==> src/rtl/uart_keypad_if.sv <==
// UART byte-stream handshake between the board UART and the keypad bridge.
// The master side is the UART; the slave side is the keypad bridge.
interface uart_keypad_if;
   logic [7:0] rxdata;
   logic       rxready;
   logic       rxclk;
   logic [7:0] txdata;
   logic       txready;
   logic       txclk;

   modport master (
      output rxdata, rxready, txready,
      input  rxclk, txdata, txclk
   );

   modport slave (
      input  rxdata, rxready, txready,
      output rxclk, txdata, txclk
   );
endinterface

==> src/rtl/uart_keypad.sv <==
// Turns received UART bytes into timed one-hot button pulses.
// Each byte is echoed back, or '?' if it does not decode.
module uart_keypad #(
   parameter logic [7:0] PULSE_LEN = 8'd2,
   parameter bit         ECHO      = 1'b1
) (
   input  logic          hz100,
   input  logic          reset,
   uart_keypad_if.slave  uif,
   output logic [19:0]   pb_out,
   output logic [3:0]    errcnt
);

   // A zero pulse length still gives a one-cycle press.
   localparam logic [7:0] CNT_INIT = (PULSE_LEN == 8'd0) ? 8'd0 : PULSE_LEN - 8'd1;

   typedef enum logic [2:0] {
      S_IDLE,
      S_ACK,
      S_PRESS,
      S_ECHO_WAIT,
      S_ECHO,
      S_GAP
   } state_e;

   state_e      state_q, state_d;
   logic [7:0]  byte_q, byte_d;
   logic [7:0]  cnt_q, cnt_d;
   logic        rxclk_q, rxclk_d;
   logic        txclk_q, txclk_d;
   logic [7:0]  txdata_q, txdata_d;
   logic [19:0] pb_q, pb_d;
   logic [3:0]  err_q, err_d;

   logic        key_vld;
   logic [4:0]  key_idx;
   logic [19:0] key_onehot;
   logic [7:0]  echo_byte;

   always_comb begin
      key_vld = 1'b1;
      key_idx = 5'd0;
      if (byte_q inside {[8'h30:8'h39]})
         key_idx = 5'(byte_q - 8'h30);
      else if (byte_q inside {[8'h41:8'h46]})
         key_idx = 5'(byte_q - 8'h41) + 5'd10;
      else if (byte_q inside {[8'h61:8'h66]})
         key_idx = 5'(byte_q - 8'h61) + 5'd10;
      else if (byte_q inside {[8'h57:8'h5A]})
         key_idx = 5'(byte_q - 8'h57) + 5'd16;
      else if (byte_q inside {[8'h77:8'h7A]})
         key_idx = 5'(byte_q - 8'h77) + 5'd16;
      else
         key_vld = 1'b0;
      key_onehot = 20'd1 << key_idx;
      echo_byte  = key_vld ? byte_q : 8'h3F;
   end

   always_comb begin
      state_d  = state_q;
      byte_d   = byte_q;
      cnt_d    = cnt_q;
      rxclk_d  = 1'b0;
      txclk_d  = 1'b0;
      txdata_d = txdata_q;
      pb_d     = pb_q;
      err_d    = err_q;
      unique case (state_q)
         S_IDLE: begin
            if (uif.rxready) begin
               byte_d  = uif.rxdata;
               rxclk_d = 1'b1;
               state_d = S_ACK;
            end
         end
         S_ACK: begin
            if (key_vld) begin
               pb_d    = key_onehot;
               cnt_d   = CNT_INIT;
               state_d = S_PRESS;
            end else begin
               err_d   = (err_q == 4'hF) ? err_q : err_q + 4'd1;
               state_d = ECHO ? S_ECHO_WAIT : S_GAP;
            end
         end
         S_PRESS: begin
            if (cnt_q == 8'd0) begin
               pb_d    = '0;
               state_d = ECHO ? S_ECHO_WAIT : S_GAP;
            end else begin
               cnt_d = cnt_q - 8'd1;
            end
         end
         S_ECHO_WAIT: begin
            if (uif.txready) begin
               txdata_d = echo_byte;
               txclk_d  = 1'b1;
               state_d  = S_ECHO;
            end
         end
         S_ECHO:  state_d = S_GAP;
         // One idle cycle guarantees a release edge between repeated keys.
         S_GAP:   state_d = S_IDLE;
         default: state_d = S_IDLE;
      endcase
   end

   always_ff @(posedge hz100 or posedge reset) begin
      if (reset) begin
         state_q  <= S_IDLE;
         byte_q   <= 8'h00;
         cnt_q    <= 8'h00;
         rxclk_q  <= 1'b0;
         txclk_q  <= 1'b0;
         txdata_q <= 8'h00;
         pb_q     <= '0;
         err_q    <= 4'h0;
      end else begin
         state_q  <= state_d;
         byte_q   <= byte_d;
         cnt_q    <= cnt_d;
         rxclk_q  <= rxclk_d;
         txclk_q  <= txclk_d;
         txdata_q <= txdata_d;
         pb_q     <= pb_d;
         err_q    <= err_d;
      end
   end

   assign uif.rxclk  = rxclk_q;
   assign uif.txclk  = txclk_q;
   assign uif.txdata = txdata_q;
   assign pb_out     = pb_q;
   assign errcnt     = err_q;

endmodule
==> src/flat_wrapper.sv <==
// flat-port wrapper written by rule: the top's interface ports become plain ports
module uart_keypad_flat 
#(
   parameter logic [7:0] PULSE_LEN = 8'd2,
   parameter bit         ECHO      = 1'b1
)
  (hz100, reset, pb_out, errcnt, uif_rxdata, uif_rxready, uif_txready, uif_rxclk, uif_txdata, uif_txclk);
  uart_keypad_if uif_i ();
  input  logic hz100;
  input  logic reset;
  output logic [19:0] pb_out;
  output logic [3:0] errcnt;
  input wire logic [$bits(uif_i.rxdata)-1:0] uif_rxdata;
  input wire logic [$bits(uif_i.rxready)-1:0] uif_rxready;
  input wire logic [$bits(uif_i.txready)-1:0] uif_txready;
  output wire logic [$bits(uif_i.rxclk)-1:0] uif_rxclk;
  output wire logic [$bits(uif_i.txdata)-1:0] uif_txdata;
  output wire logic [$bits(uif_i.txclk)-1:0] uif_txclk;
  assign uif_i.rxdata = uif_rxdata;
  assign uif_i.rxready = uif_rxready;
  assign uif_i.txready = uif_txready;
  assign uif_rxclk = uif_i.rxclk;
  assign uif_txdata = uif_i.txdata;
  assign uif_txclk = uif_i.txclk;
  uart_keypad #(.PULSE_LEN(PULSE_LEN), .ECHO(ECHO)) u_core (.hz100(hz100), .reset(reset), .uif(uif_i), .pb_out(pb_out), .errcnt(errcnt));
endmodule
==> config.mk <==
export PLATFORM = sky130hd
export DESIGN_NAME = uart_keypad_flat
export DESIGN_NICKNAME = d
export VERILOG_FILES = /design/src/rtl/uart_keypad_if.sv /design/src/rtl/uart_keypad.sv /design/src/flat_wrapper.sv
export SDC_FILE = /design/constraint.sdc
export NUM_CORES = 1
export LEC_CHECK = 0
export CAP_MARGIN = 40
export CELL_PAD_IN_SITES_DETAIL_PLACEMENT = 1
export CELL_PAD_IN_SITES_GLOBAL_PLACEMENT = 2
export CORE_ASPECT_RATIO = 1.1
export CORE_MARGIN = 2
export CORE_UTILIZATION = 31
export CTS_CLUSTER_DIAMETER = 30
export CTS_CLUSTER_SIZE = 14
export DETAILED_ROUTE_END_ITERATION = 10
export PLACE_DENSITY_LB_ADDON = 0.1
export SYNTH_ARGS = -nofsm -noshare
export SYNTH_HDL_FRONTEND = slang
export SYNTH_SLANG_ARGS = --single-unit
==> constraint.sdc <==
create_clock -name hz100 -period 2.4 [get_ports hz100]
set_input_delay 0.36 -clock hz100 [delete_from_list [all_inputs] [get_ports hz100]]
set_output_delay 0.36 -clock hz100 [all_outputs]
set_load 0.02 [all_outputs]
==> results.py <==
metrics = {
    "timing": {
        "tns_ps": 0,
        "setup_viol_count_final": 0,
        "period_minus_slack_ps": 2240,
        "fin_worst_skew_ps": 9.73,
        "rsz0062_at_grt": "false",
        "final-hold-violation-count": 0,
        "fmax_ghz": 0.446,
        "tightest_slew_ps": 495,
        "finalCritPeriodShare_pct": 93.4,
        "finalMaxSlewViolations": 0,
        "slew_headroom_pct": 66.9,
    },
    "worst_setup_path": {
        "worstPathRequired_ps": 2600,
        "r2r_cells": 8,
        "critPathArrivalTime_ps": 2450,
        "max_stage_delay_ps": 430,
        "crit_chain": "inv_1, ha_1, nand2b_1, a32oi_1, a221o_1, buf_4, nand4_1, mux2_1",
        "critPathMaxFanout": 8,
        "crit_path_start_kind": "flip-flop",
        "end_kind": "flip-flop",
        "timing.rr.start": "u_core.byte_q[1]$_DFFE_PP0P_",
        "crit_slowest_cell": "dfrtp_1",
        "r2r-end": "u_core.errcnt[1]$_DFFE_PP0P_",
        "critical_path_class": "flip-flop to flip-flop",
        "r2r_slack_ps": 160,
    },
    "job": {
        "maxCapViolations": 0,
    },
    "routing": {
        "route.detailed.drc": 0,
        "ant_nets": 0,
        "routed_wl_mm": 7.00,
        "first_iter_violations": 61,
        "viasPerCell": 5.05,
        "wl_per_cell_um": 16.5,
        "dr.pass1.iters": 4,
        "via_count": 2142,
    },
    "power": {
        "p_leak_nw": 1.44,
        "p_clk_share_pct": 12.7,
        "power.switching_w": 0.00191,
        "peakVddDrop_uv": 371,
        "p_comb_share_pct": 53.3,
        "cellPowerDensity_nw_per_um2": 1240,
        "switching_share_pct": 43.5,
        "pwr-share-seq_pct": 34.1,
        "intPower_w": 0.00248,
    },
    "final_layout": {
        "layout_commonest_cell": "dfrtp_1",
        "area_growth_pct": 30.4,
        "final_cell_mix": "dfrtp_1, clkdlybuf4s50_1, nand2_1, nor2_1, buf_4",
        "stdcell_count": 424,
        "drive_above_1_share_pct": 16.9,
        "layout.nets": 331,
        "diodes": 0,
    },
    "synthesis": {
        "synth_cells": 250,
        "synthArstFlopShare_pct": 100,
        "syn_area_um2": 2700,
        "ys_dominant_reg_cell": "dfrtp_1",
        "ys_seq_elements": 53,
        "syn_nets": 269,
        "syn_area_per_cell_um2": 10.8,
        "synth_warnings": 0,
        "ys_seq_area_share_pct": 49.1,
        "synth_cell_types": 60,
        "synth-edff-count": 0,
    },
    "cts": {
        "cts_buffers": 5,
        "clkTransAtPathRegs_ps": 110,
        "htreeDepth": 2,
        "clkSinkCount": 53,
        "clk_latency_ps": 310,
        "cts_tree": "done",
        "clockBufferDepth": 2,
        "hold_buffers": 0,
        "cts_root_buffer": "clkbuf_8",
    },
    "run_status": {
        "outcome": "finished clean",
    },
    "global_route": {
        "antenna_found_initial": 0,
        "grt_pass1_wl_mm": 11.8,
        "grt_max_degree": 54,
        "first_global_vias": 2299,
        "grt_usage_pct": 15.7,
        "overflow": 0,
    },
    "placed_design": {
        "placedCellCount": 413,
        "port_buffers": 45,
        "dp_hpwl_mm": 5.08,
        "place.gp.congestion": 0.830,
    },
    "floorplan": {
        "die_x_um": 93.0,
        "num_rows": 35,
        "fp.dieH_um": 102,
        "dieArea_um2": 9490,
        "start_util_pct": 32.2,
        "core_um2": 8410,
        "io-pin-count": 46,
    },
    "hold_path": {
        "hold_class": "primary input to async pin",
    },
}
[power by group through the flow]
stage / Sequential, W / Clock (W) / Combinational [W]
final: 0.00149 / 0.000555 / 0.00233
after global placement: 0.00151 / 0 / 0.00223
after floorplan: 0.00153 / 0 / 0.00140
after CTS: 0.00151 / 0.000587 / 0.00226
after detailed placement: 0.00152 / 0 / 0.00225
after global routing: 0.00155 / 0.000615 / 0.00257
[worst max-delay path by stage]
| stage | cells past startpoint | to | slack (ps) | from |
|---|---|---|---|---|
| 2_1_floorplan | 8 | u_core.errcnt[1]$_DFFE_PP0P_ | 190 | u_core.byte_q[0]$_DFFE_PP0P_ |
| 3_3_place_gp | 8 | u_core.pb_out[14]$_DFFE_PP0P_ | 100 | u_core.byte_q[1]$_DFFE_PP0P_ |
| 3_5_place_dp | 7 | u_core.pb_out[10]$_DFFE_PP0P_ | 40 | u_core.byte_q[0]$_DFFE_PP0P_ |
| 4_1_cts | 7 | u_core.pb_out[10]$_DFFE_PP0P_ | 10 | u_core.byte_q[0]$_DFFE_PP0P_ |
| 5_1_grt | 8 | u_core.errcnt[1]$_DFFE_PP0P_ | 4 | u_core.byte_q[1]$_DFFE_PP0P_ |
| 6_report | 8 | u_core.errcnt[1]$_DFFE_PP0P_ | 160 | u_core.byte_q[1]$_DFFE_PP0P_ |
[sequential cells by signal (all words and copies together) (netlist names)]
register           count
u_core.pb_out         20
u_core.uif.rxclk       1
u_core.uif.txclk       1
u_core.uif.txdata      8
u_core.state_q         3
u_core.errcnt          4
u_core.cnt_q           8
u_core.byte_q          8
[synthesized netlist by cell type, drive strengths merged, types with 5 or more instances]
master | n | area share [%]
nand2b | 6 | 1.4
nand2 | 19 | 2.6
o21ai | 9 | 1.7
mux2 | 8 | 3.3
a21oi | 7 | 1.6
and2 | 5 | 1.2
inv | 11 | 1.5
nor3 | 5 | 1.1
clkbuf | 5 | 0.88
o2bb2ai | 16 | 5.2
nor2 | 20 | 2.8
dfrtp | 53 | 49
o32ai | 5 | 1.6
nand3 | 7 | 1.3
ha | 7 | 3.2
o211ai | 6 | 1.7
[worst max-delay path, delay by kind of cell (launching register included)]
family	cells	cell delay, ps
flip-flops	1	430
AO/OA/AOI/OAI	2	490
multiplexers	1	350
AND/OR/NAND/NOR	2	300
adder cells (fa/ha/maj)	1	250
buffers and inverters	2	330
[per-layer routing]
metal	up-vias	share of wire (%)	track usage, %
li1	1036	-	-
met1	1076	49	21.3
met2	26	49	27.1
met3	4	1.7	2.36
met4	0	0.70	3.05
met5	-	0	0
[cells by family (layout without fill, tap and decap cells)]
kind of cell    after synthesis  count (layout)  share of synthesized area [%]
compound gates               66              66                           20.0
xor+xnor                      7               7                           2.27
fa+ha+maj                     7               7                           3.24
buf+inv                      22              85                           3.84
flops                        53              53                           49.1
mux                          11              11                           4.44
simple gates                 84              84                           17.2
[through the flow]
stage | instance area, um2 | setup slack, ps | hold WS (ps) | utilization, % | power, W
final | 3530 | 158 | 381 | 41.9 | 0.00438
after global routing | 3530 | 4.30 | 404 | 41.9 | 0.00473
after CTS | 3470 | 9.77 | 411 | 41.3 | 0.00435
after detailed placement | 3380 | 41.7 | 466 | 40.2 | 0.00378
after global placement | 3380 | 99.1 | 458 | 40.2 | 0.00375
after floorplan | 2700 | 190 | 477 | - | 0.00293
[cell type report]
class                   count  area [um2]
fillers                   966        4880
flip-flops and latches     53        1330
multi-input cells         175        1300
repair buffers             64         618
well taps                 111         139
clock buffers               5        68.8
inverters                  13        48.8
clock inverters             3        28.8
[repair_timing]
item / in CTS / in global routing
setup endpoints to repair: 0 / 22
buffers inserted: 0 / 3
gates resized for setup: 0 / 4
Note: power is estimated with default switching activity, not from simulation.
